## config.mk

```make
export PLATFORM = sky130hd
export DESIGN_NAME = ws2812_frame_driver
export DESIGN_NICKNAME = d
export VERILOG_FILES = /design/src/rtl/ws2812_pkg.sv /design/src/rtl/ws2812_bit_timer.sv /design/src/rtl/ws2812_frame_driver.sv
export SDC_FILE = /design/constraint.sdc
export NUM_CORES = 1
export LEC_CHECK = 0
export BUFFER_PORTS_ARGS = -buffer_cell sky130_fd_sc_hd__buf_2
export CAP_MARGIN = 30
export CORE_MARGIN = 8
export CORE_UTILIZATION = 35
export CTS_BUF_LIST = sky130_fd_sc_hd__clkbuf_4 sky130_fd_sc_hd__clkbuf_8
export DETAILED_ROUTE_END_ITERATION = 16
export PLACE_DENSITY = 0.53
export SLEW_MARGIN = 10
export SYNTH_ARGS = -nofsm -noshare
export SYNTH_HDL_FRONTEND = slang
export SYNTH_SLANG_ARGS = --single-unit
```

## constraint.sdc

```tcl
create_clock -name clk -period 2.7 [get_ports clk]
set_clock_uncertainty 0.1 [all_clocks]
set_input_delay 0.54 -clock clk [delete_from_list [all_inputs] [get_ports clk]]
set_output_delay 0.54 -clock clk [all_outputs]
set_load 0.01 [all_outputs]
```

## src/rtl/ws2812_pkg.sv

```systemverilog
// Shared state encoding and default 40 MHz timing for the WS2812 frame driver.
package ws2812_pkg;

  typedef enum logic [2:0] {
    IDLE,
    FETCH,
    HIGH,
    LOW,
    STALL,
    LATCH
  } state_t;

  localparam int DEF_NUM_PIXELS     = 64;
  localparam int DEF_BITS_PER_PIXEL = 24;
  localparam int DEF_T0H_CYC        = 16;
  localparam int DEF_T1H_CYC        = 32;
  localparam int DEF_T0L_CYC        = 34;
  localparam int DEF_T1L_CYC        = 18;
  localparam int DEF_RES_CYC        = 2000;

  function automatic int ws_max(input int a, input int b);
    return (a > b) ? a : b;
  endfunction

endpackage

```

## src/rtl/ws2812_bit_timer.sv

```systemverilog
// Loadable down-counter; expire pulses on the last cycle of a loaded duration.
module ws2812_bit_timer #(
  parameter int W = 11
) (
  input  logic         clk,
  input  logic         reset,
  input  logic         load,
  input  logic [W-1:0] load_val,
  output logic         expire
);

  logic [W-1:0] cnt_q, cnt_d;
  logic         armed_q, armed_d;

  // load_val is duration-1, so a load of 0 expires on the very next cycle.
  always_comb begin
    expire  = armed_q && (cnt_q == '0);
    cnt_d   = cnt_q;
    armed_d = armed_q & ~expire;
    if (load) begin
      cnt_d   = load_val;
      armed_d = 1'b1;
    end else if (cnt_q != '0) begin
      cnt_d = cnt_q - 1'b1;
    end
  end

  always_ff @(posedge clk) begin
    if (reset) begin
      cnt_q   <= '0;
      armed_q <= 1'b0;
    end else begin
      cnt_q   <= cnt_d;
      armed_q <= armed_d;
    end
  end

endmodule

```

## src/rtl/ws2812_frame_driver.sv

```systemverilog
// Streams NUM_PIXELS words MSB-first as WS2812 pulses, then a latch gap.
// Optional global brightness scaling at accept time: define WS2812_BRIGHTNESS_EN.
module ws2812_frame_driver
  import ws2812_pkg::*;
#(
  parameter int NUM_PIXELS     = DEF_NUM_PIXELS,
  parameter int BITS_PER_PIXEL = DEF_BITS_PER_PIXEL,
  parameter int T0H_CYC        = DEF_T0H_CYC,
  parameter int T1H_CYC        = DEF_T1H_CYC,
  parameter int T0L_CYC        = DEF_T0L_CYC,
  parameter int T1L_CYC        = DEF_T1L_CYC,
  parameter int RES_CYC        = DEF_RES_CYC
) (
  input  logic                      clk,
  input  logic                      reset,
  input  logic                      start,
  input  logic [BITS_PER_PIXEL-1:0] pix_data,
  input  logic                      pix_valid,
  output logic                      pix_ready,
  input  logic [7:0]                brightness,
  output logic                      busy,
  output logic                      frame_done,
  output logic                      underrun,
  output logic                      dout
);

  localparam int MAX_DUR = ws_max(ws_max(T0H_CYC, T1H_CYC),
                                  ws_max(ws_max(T0L_CYC, T1L_CYC), RES_CYC));
  localparam int TW  = $clog2(MAX_DUR + 1);
  localparam int PW  = $clog2(NUM_PIXELS + 1);
  localparam int BW  = $clog2(BITS_PER_PIXEL);
  localparam int MSB = BITS_PER_PIXEL - 1;

  state_t                  state_q, state_d;
  logic [BITS_PER_PIXEL-1:0] shift_q, shift_d, hold_q, hold_d, pix_stored;
  logic                    hold_full_q, hold_full_d;
  logic [BW-1:0]           bit_q, bit_d;
  logic [PW-1:0]           acc_q, acc_d, sent_q, sent_d;
  logic                    frame_done_q, frame_done_d, underrun_q, underrun_d;
  logic                    accept, drain, load_word;
  logic                    tmr_load, tmr_expire;
  logic [TW-1:0]           tmr_val;

`ifdef WS2812_BRIGHTNESS_EN
  for (genvar gi = 0; gi < BITS_PER_PIXEL / 8; gi++) begin : g_scale
    logic [15:0] prod;
    assign prod = {8'd0, pix_data[gi*8 +: 8]} * ({8'd0, brightness} + 16'd1);
    assign pix_stored[gi*8 +: 8] = prod[15:8];
  end
`else
  logic unused_brightness;
  assign unused_brightness = ^brightness;
  assign pix_stored        = pix_data;
`endif

  function automatic logic [TW-1:0] high_len(input logic b);
    return b ? TW'(T1H_CYC - 1) : TW'(T0H_CYC - 1);
  endfunction

  function automatic logic [TW-1:0] low_len(input logic b);
    return b ? TW'(T1L_CYC - 1) : TW'(T0L_CYC - 1);
  endfunction

  assign busy       = (state_q != IDLE);
  assign dout       = (state_q == HIGH);
  assign frame_done = frame_done_q;
  assign underrun   = underrun_q;
  assign pix_ready  = busy & ~hold_full_q & (acc_q < PW'(NUM_PIXELS));
  assign accept     = pix_valid & pix_ready;

  always_comb begin
    state_d      = state_q;
    shift_d      = shift_q;
    bit_d        = bit_q;
    sent_d       = sent_q;
    frame_done_d = 1'b0;
    underrun_d   = 1'b0;
    drain        = 1'b0;
    load_word    = 1'b0;
    tmr_load     = 1'b0;
    tmr_val      = '0;

    unique case (state_q)
      IDLE: begin
        bit_d  = '0;
        sent_d = '0;
        // The frame_done cycle is still IDLE; a start there must not re-arm.
        if (start && !frame_done_q) state_d = FETCH;
      end
      FETCH: begin
        if (hold_full_q) load_word = 1'b1;
      end
      HIGH: begin
        if (tmr_expire) begin
          state_d  = LOW;
          tmr_load = 1'b1;
          tmr_val  = low_len(shift_q[MSB]);
        end
      end
      LOW: begin
        if (tmr_expire) begin
          if (bit_q != BW'(MSB)) begin
            shift_d  = shift_q << 1;
            bit_d    = bit_q + 1'b1;
            state_d  = HIGH;
            tmr_load = 1'b1;
            tmr_val  = high_len(shift_q[MSB-1]);
          end else if (sent_q == PW'(NUM_PIXELS)) begin
            state_d  = LATCH;
            tmr_load = 1'b1;
            tmr_val  = TW'(RES_CYC - 1);
          end else if (hold_full_q) begin
            load_word = 1'b1;
          end else begin
            state_d    = STALL;
            underrun_d = 1'b1;
          end
        end
      end
      STALL: begin
        if (hold_full_q) load_word = 1'b1;
      end
      LATCH: begin
        if (tmr_expire) begin
          state_d      = IDLE;
          frame_done_d = 1'b1;
        end
      end
      default: state_d = IDLE;
    endcase

    if (load_word) begin
      shift_d  = hold_q;
      bit_d    = '0;
      sent_d   = sent_q + 1'b1;
      drain    = 1'b1;
      state_d  = HIGH;
      tmr_load = 1'b1;
      tmr_val  = high_len(hold_q[MSB]);
    end

    // A fresh accept wins over a drain in the same cycle.
    hold_full_d = accept | (hold_full_q & ~drain);
    hold_d      = accept ? pix_stored : hold_q;
    acc_d       = (state_q == IDLE) ? '0 : acc_q + PW'(accept);
  end

  always_ff @(posedge clk) begin
    if (reset) begin
      state_q      <= IDLE;
      shift_q      <= '0;
      hold_q       <= '0;
      hold_full_q  <= 1'b0;
      bit_q        <= '0;
      acc_q        <= '0;
      sent_q       <= '0;
      frame_done_q <= 1'b0;
      underrun_q   <= 1'b0;
    end else begin
      state_q      <= state_d;
      shift_q      <= shift_d;
      hold_q       <= hold_d;
      hold_full_q  <= hold_full_d;
      bit_q        <= bit_d;
      acc_q        <= acc_d;
      sent_q       <= sent_d;
      frame_done_q <= frame_done_d;
      underrun_q   <= underrun_d;
    end
  end

  ws2812_bit_timer #(.W(TW)) u_timer (
    .clk      (clk),
    .reset    (reset),
    .load     (tmr_load),
    .load_val (tmr_val),
    .expire   (tmr_expire)
  );

endmodule
```

; Yosys cells after proc, flatten, opt, wreduce, memory -nomap -nowiden
; Cells that the tools add are included.
[word_totals]
reg_bits = 85
output_inout_bits = 5
[op_classes]
addsub = 4
magnitude_cmp = 1
n_eq_ne = 19
muxes = 43
n_bitwise = 12
n_reduce_logical = 22
[ops]
columns = operator, count
row1 = 2-to-1 mux 24 bit, 4
row2 = 2-to-1 mux 11 bit, 6
row3 = case mux 11 bit (2 select lines), 1
row4 = 2-to-1 mux 3 bit, 7
row5 = 2-to-1 mux 5 bit, 4
row6 = case mux 3 bit (5 select lines), 1
row7 = 2-to-1 mux 7 bit, 2
row8 = 2-to-1 mux 1 bit, 12
row9 = 2-to-1 mux 6 bit, 2
row10 = AND reduction 6 bit, 2
row11 = nonzero test 2 bit, 6
row12 = zero test 11 bit, 1
row13 = nonzero test 11 bit, 1
row14 = "subtractor 11 x 1 -> 11 bit, second input constant", 1
row15 = "inequality test 5 bit, second input constant", 2
row16 = case mux 5 bit (2 select lines), 1
row17 = "inequality test 3 bit, second input constant", 3
row18 = "inequality test 2 bit, second input constant", 4
row19 = OR reduction 2 bit, 4
row20 = adder 7 x 1 -> 7 bit, 1
row21 = "adder 7 x 1 -> 7 bit, second input constant", 1
row22 = "== test 7 bit, second input constant", 1
row23 = "less-than comparator 7 bit, second input constant", 1
row24 = "== test 3 x 2 -> 1 bit, second input constant", 2
row25 = 17 further kinds, 31

; Logic depth before layout (Yosys ltp)
; Gate-level depths: netlist (run 1).
[logic_depth]
depth_word = 9
ltp_mapped = 11
ltp_nobuf = 9

; Modules after synthesis
; A second synthesis (run 1) with hierarchy kept.
[unflattened]
hier_cells = 454
area_unflattened_um2 = 3923.8
[modules_own_cells]
columns = mod, instances, cells_each, area_each_um2
row1 = ws2812_frame_driver, 1, 366, 3194.3
row2 = ws2812_bit_timer, 1, 88, 729.4

; Worst setup path before layout (run 1)
; Ideal clock, no wire load.
[synth_timing]
kind = register to register
startpoint = register state_q[1]
endpoint = register acc_q[4]
setup_time_ns = 0.118
arrival_time_ns = 2.302
required_time_ns = 2.482
slack_ns = 0.180
path_stages_with_launch = 12
synth_period_minus_slack_ns = 2.520
cell_sequence = dfxtp_1 > clkbuf_1 > nor3_1 > nor3_1 > nand2_1 > clkinv_1 > buf_2 > ha_1 > ha_1 > nand3_1 > xor2_1 > nor2_1
[synth_between]
elab_chain_len = 5
[synth_lines]
columns = item, line
row1 = start: declaration, ws2812_frame_driver.sv:34  ; state_t state_q, state_d;
row2 = start signal: assignment, ws2812_frame_driver.sv:160  ; state_q <= state_d;
row3 = nonzero test 3 bit, ws2812_frame_driver.sv:64  ; assign busy = (state_q != IDLE);
row4 = bitwise AND 1 bit (2 in series), ws2812_frame_driver.sv:68  ; assign pix_ready = busy & ~hold_full_q & (acc_q < PW'(NUM_PIXELS));
row5 = named net pix_ready, ws2812_frame_driver.sv:19  ; output logic pix_ready,
row6 = bitwise AND 1 bit, ws2812_frame_driver.sv:69  ; assign accept = pix_valid & pix_ready;
row7 = named net accept, ws2812_frame_driver.sv:40  ; logic accept, drain, load_word;
row8 = adder 7 x 1 -> 7 bit, ws2812_frame_driver.sv:145  ; acc_d = (state_q == IDLE) ? '0 : acc_q + PW'(accept);
row9 = end signal: assignment, ws2812_frame_driver.sv:155  ; acc_q <= '0;
row10 = end signal: assignment, ws2812_frame_driver.sv:165  ; acc_q <= acc_d;
row11 = end: declaration, ws2812_frame_driver.sv:38  ; logic [PW-1:0] acc_q, acc_d, sent_q, sent_d;
; The timed path passes the listed nets, and every way through them passes these cells.
; A chain may end at the register's enable or synchronous reset.

; Final worst setup path (run 1)
[layout_timing]
startpoint = register u_timer.cnt_q[0]
endpoint = register u_timer.cnt_q[4]
[layout_between]
elab_chain_len = 6
[layout_lines]
columns = item, line
row1 = start: declaration, ws2812_bit_timer.sv:12  ; logic [W-1:0] cnt_q, cnt_d;
row2 = start signal: assignment, ws2812_bit_timer.sv:33  ; cnt_q <= cnt_d;
row3 = branches (longest 6 deep; another with subtractor 11 x 1 -> 11 bit), n/a
; Several ways; the timed one is not identified. The select of a mux whose other input is x is not followed.

==> run summary, run 1 <==
status: finished, final reports clean
Unique masters post-synth: 58
synthesized net count: 516
clk slew on worst S/H paths: 0.10 ns
flop2flop setup slack: 0.20 ns
Die Footprint: 15500 um2
Final period util: 92.67%
Slowest-stage cell, CP: nor4_1
combinational family with the most area after synthesis: simple AND/OR/NAND/NOR gates
Synth top area share: 41.29%
Crit. End Element: flip-flop
Rel. slew slack: 54.84%
vias in the first global route: 3264
max-cap violations: 0
dominant cell type by area after synthesis: dfxtp_1
startpoint types: flip-flop
Max Clock Freq: 399.7 MHz
Post-DP Area: 4528 um2
Worst path max stage delay: 0.54 ns
Rows: 39
total grt overflow: 0
Setup Fix Bufs, Post-CTS: 0
Slew Viols, Final: 0
fraction of layout cells with a size suffix above 1: 20.31%
Ys Warns: 0
proportion of synthesized area in mux cells: 5.586%
worst slew pin tran: 0.6712 ns
ANT cells: 0
Detailed Route WL: 9192 um
crit-path cells: inv_1, ha_1, or4b_4, nor4_1, o21ai_0, nor4_1, a2111oi_1
cts repair resizes: 0
final setup vio count: 0
Routability Congestion: 0.7762
drt first pass iters: 4
number of synthesized flops with an enable pin: 0
mapped cell area: 4121 um2
Total Neg Setup Slack: 0 ns
Tmin final: 2.502 ns
Worst path most repeated cell: nor4_1
Vert. Die Dim: 124.5 um
Layout Nets: 555
Worst Path Max Fanout: 4
VDD IR max: 0.5257 mV
RSZ-0062 raised after global routing: no
Clock Sink Count: 85
Power per Cell Area: 702.0 nW/um2
static leakage: 1.693 nW
routed vias/inst: 5.098
Skew-Pair Late Insertion Delay: 0.37 ns
core footprint: 11470 um2
FILL cells: 1167
initial core utilization: 35.94%
#FFs+latches synth: 85
H-tree levels: 3
CP Data Required Time: 2.85 ns
sequential share of the synthesized area: 41.29%
critical path class: reg -> reg
# IOs: 41
final hold vios: 0
Final ANT Viol Nets: 0
CTS root buf: clkbuf_8
buffer levels on the longest clock path: 2
Synth Area in Simple Gates: 24.07%
first-pass GRT wire length: 15700 um
largest net degree at the start of global routing: 55
asr flop ratio synth: 0%
Synth-to-Final Area Change: 15.03%
per-cell routed wire length: 13.93 um
synth top area cells: dfxtp_1, nand2_1, mux2i_1
Synth Area in Compound Gates: 19.00%
DP HPWL: 6426 um
initial antenna violation count: 0
GR Util All Layers: 12.06%
number of port buffers: 32
DRT iter0 DRCs: 245
die width: 124.5 um
Post-Layout Inst Area: 4741 um2
CTS buffer count: 9
ys flop type: dfxtp_1
critical path arrival: 2.65 ns
Worst Hold Class: in -> reg
CTS tree: built
hold buffer count at CTS: 0
Synth Area in XOR/XNOR: 3.188%
DR vias: 3365
Syn Area/Cell: 8.713 um2
DRC viols: 0
Syn Inst Count: 473
Synth Area in Adders: 2.125%
==> stage by stage <==
stage               power, W  hold WS [ns]  worst slack [ns]  utilization [%]  cells
finish              0.003328        0.2893            0.1979            41.34    660
global route        0.003538        0.2714           0.05074            41.34    660
CTS                 0.003379        0.2683            0.1943            41.34    660
detailed placement  0.002376        0.3489            0.2016            39.49    644
global placement    0.002365        0.3462            0.2836            39.49    644
floorplan           0.002122        0.3360            0.1798                -    473
==> routing by layer <==
layer	up-vias	track usage (%)	part of all wire (%)
li1	1758	-	-
met1	1556	14.79	48
met2	42	19.55	47
met3	9	3.660	3.8
met4	0	4.111	1.2
met5	-	0	0
==> worst paths after layout <==
check	startpoint	endpoint	cells past startpoint
hold reg to reg	hold_q[2]	hold_q[2]	2
hold / removal	pix_data[16]	hold_q[16]	3
setup reg to reg	u_timer.cnt_q[0]	u_timer.cnt_q[4]	7
setup / recovery	u_timer.cnt_q[0]	u_timer.cnt_q[4]	7
==> worst max-delay path, delay by kind of cell (launching register included) <==
family / cells / cell delay, ns
and+or+nand+nor: 3 / 1.33
DFF: 1 / 0.35
AOI/OAI and AO/OA: 2 / 0.34
adders and majority gates: 1 / 0.17
buffers and inverters: 1 / 0.09
==> cells by family after synthesis <==
| logic type | Yosys count |
|---|---|
| AND/OR/NAND/NOR | 196 |
| AO/OA/AOI/OAI | 109 |
| flip-flops | 85 |
| buffers and inverters | 38 |
| multiplexers | 23 |
| XOR/XNOR | 15 |
| adder cells (fa/ha/maj) | 7 |
==> area by class of cell <==
cell class,count,area [um2],share of cell area (%)
Sequential cell,85,1702,35.89
Tap cell,143,178.9,3.774
Multi-Input combinational cell,350,2232,47.08
Clock inverter,7,88.84,1.874
Timing Repair Buffer,56,377.9,7.970
Inverter,10,37.54,0.7918
Clock buffer,9,123.9,2.613
==> cell usage after synthesis, types with 3 or more instances <==
cell type / n
a211oi_1: 11
a211oi_2: 16
a21oi_1: 45
a31oi_1: 8
and2_1: 3
buf_2: 7
clkbuf_1: 17
dfxtp_1: 85
ha_1: 7
inv_1: 9
mux2i_1: 23
nand2_1: 73
nand2b_1: 6
nand3_1: 18
nand3b_1: 6
nand4_1: 4
nor2_1: 41
nor2b_1: 3
nor3_1: 9
nor4_1: 5
o21ai_0: 11
or2_2: 6
or3_1: 7
xnor2_1: 8
xor2_1: 7
==> sequential cells by signal (all words and copies together) (netlist names) <==
name,cells
sent_q,7
u_timer.cnt_q,11
state_q,3
hold_q,24
underrun,1
hold_full_q,1
shift_q,24
acc_q,7
bit_q,5
frame_done,1
u_timer.armed_q,1
==> layout by cell type (no fill, tap or decap), types with 6 or more instances in the layout <==
cell and instances:
a21oi_1 45, nand3_1 18, ha_1 7, nor2_1 41, clkbuf_8 9, a211oi_1 11, a31oi_1 8, inv_1 9
buf_4 21, or3_1 7, dfxtp_1 85, nand3b_1 6, xor2_1 7, mux2i_1 23, o21ai_0 11, a211oi_2 16
or2_2 6, nor3_1 9, xnor2_1 8, buf_2 32, nand2_1 73, nand2b_1 6
==> power by group <==
part	leakage [nW]	internal (W)	switching [W]
Sequential	0.690	0.00136	0.000109
Clock	0.106	0.000453	0.000526
Combinational	0.897	0.000406	0.000470
Total	1.69	0.00222	0.00110
Note: power is estimated with default switching activity, not from simulation.
==> inputs of run 2 (changes only) <==
Settings changed: BUFFER_PORTS_ARGS -buffer_cell sky130_fd_sc_hd__buf_2 to -buffer_cell sky130_fd_sc_hd__buf_4, CTS_BUF_LIST sky130_fd_sc_hd__clkbuf_4 sky130_fd_sc_hd__clkbuf_8 to not set.
==> run summary, run 2 (synthesis gave the netlist of run 1 again) <==
status: finished, final reports clean
buffer and inverter count on the worst path: 0
critical path arrival: 2.55 ns
biggest regs: hold_q x24, shift_q x24, u_timer.cnt_q x11
Worst Path Max Fanout: 8
buffer levels on the longest clock path: 2
initial core utilization: 35.94%
worst slew pin tran: 0.8303 ns
flop2flop setup slack: 0.32 ns
max-cap violations: 0
Critical Path Stages: 6
Final period util: 87.99%
clk slew on worst S/H paths: 0.07 ns
Final ANT Viol Nets: 0
Slowest-stage cell, CP: a2111oi_4
crit-path cells: ha_1, nand4b_1, a2111oi_4, a21oi_4, or3_1, a31oi_1
commonest non-fill, non-tap cells in the layout: dfxtp_1, nand2_1, buf_4, a21oi_1, nor2_1
CTS tree: built
Layout Nets: 551
RR Endpoint: sent_q[6]
Post-Layout Inst Area: 4898 um2
Post-DP Area: 4591 um2
number of port buffers: 32
Rel. slew slack: 44.13%
final hold vios: 0
Total Neg Setup Slack: 0 ns
hold slack: 0.3379 ns
CTS root buf: clkbuf_16
worst setup path end: sent_q[6]
core footprint: 11470 um2
Detailed Route WL: 9304 um
fraction of layout cells with a size suffix above 1: 19.69%
drt first pass iters: 4
Crit path max-delay family: compound AO/OA/AOI/OAI gates
commonest non-fill, non-tap cell in the layout: dfxtp_1
Max Clock Freq: 420.9 MHz
Tmin final: 2.376 ns
static leakage: 1.748 nW
final setup vio count: 0
H-tree levels: 3
Skew-Pair Late Insertion Delay: 0.34 ns
ANT cells: 0
FILL cells: 1148
routed vias/inst: 5.256
Worst setup startpoint: bit_q[0]
DRC viols: 0
CTS buffer count: 9
DRT iter0 DRCs: 213
startpoint types: flip-flop
Slew Viols, Final: 0
DR vias: 3448
Worst Hold Class: in -> reg
total grt overflow: 0
critical path class: reg -> reg
largest net degree at the start of global routing: 40
reg2reg path depth: 6
VDD IR max: 0.4002 mV
Clock Sink Count: 85
Routability Congestion: 0.8026
first-pass GRT wire length: 16130 um
initial antenna violation count: 0
Die Footprint: 15500 um2
GR Util All Layers: 12.22%
Critical R2R Launch: bit_q[0]
hold buffer count at CTS: 0
per-cell routed wire length: 14.18 um
cts repair resizes: 0
Worst path max stage delay: 0.61 ns
Setup Fix Bufs, Post-CTS: 0
RSZ-0062 raised after global routing: no
# IOs: 41
Synth-to-Final Area Change: 18.85%
Power per Cell Area: 745.6 nW/um2
Vert. Die Dim: 124.5 um
Rows: 39
DP HPWL: 6469 um
Crit. End Element: flip-flop
CP Data Required Time: 2.87 ns
vias in the first global route: 3411
die width: 124.5 um
==> run 2: cell types whose count changed in the layout (fill, tap and decap cells not counted) <==
| cell | previous run | this run |
|---|---|---|
| inv_8 | 3 | 0 |
| buf_2 | 32 | 0 |
| clkbuf_8 | 9 | 1 |
| clkinv_2 | 0 | 1 |
| buf_12 | 3 | 4 |
| clkbuf_16 | 0 | 9 |
| buf_4 | 21 | 48 |
| clkinv_4 | 0 | 1 |
==> run 2: tightest hold or removal path, cell delays in order <==
cell and delay [ns]:
buf_4 0.11, nand2_1 0.04, a21oi_1 0.05
==> run 2: area by class of cell <==
| type | instances | area, um2 | area share, % |
|---|---|---|---|
| multi-input combinational | 350 | 2232 | 45.57 |
| clock inverter | 6 | 68.82 | 1.405 |
| timing repair buffer | 52 | 440.4 | 8.991 |
| inverter | 10 | 37.54 | 0.7663 |
| tap | 143 | 178.9 | 3.653 |
| sequential | 85 | 1702 | 34.74 |
| clock buffer | 10 | 239.0 | 4.879 |
==> run 2: where the power goes <==
part | total, W | internal, W | switching (W)
clock network | 0.00128 | 0.000749 | 0.000531
logic | 0.000901 | 0.000422 | 0.000479
registers | 0.00147 | 0.00137 | 0.000105
total | 0.00365 | 0.00254 | 0.00112
==> run 2: metrics by stage <==
step | util [%] | worst slack, ns | total power, W | cells
after global routing | 42.72 | 0.1336 | 0.003858 | 656
after global placement | 40.03 | 0.3611 | 0.002381 | 640
after CTS | 42.72 | 0.3079 | 0.003690 | 656
after detailed placement | 40.03 | 0.3259 | 0.002396 | 640
after floorplan | - | 0.1798 | 0.002122 | 473
final | 42.72 | 0.3242 | 0.003652 | 656
==> run 2: how the worst min path moves through the flow <==
stage | to | cells after the start | from | slack [ns]
after global routing | hold_q[9] | 3 | pix_data[9] | 0.34
final | hold_q[17] | 3 | pix_data[17] | 0.34
after CTS | hold_q[17] | 3 | pix_data[17] | 0.33
after global placement | hold_q[3] | 2 | hold_q[3] | 0.35
after detailed placement | hold_q[19] | 2 | hold_q[19] | 0.35
after floorplan | hold_q[0] | 2 | hold_q[0] | 0.34
==> run 2: routing by layer <==
metal / global-route usage [%] / wire, um
met1: 15.28 / 4565
met2: 19.90 / 4350
met3: 1.787 / 189
met4: 6.378 / 199
met5: 0 / 0
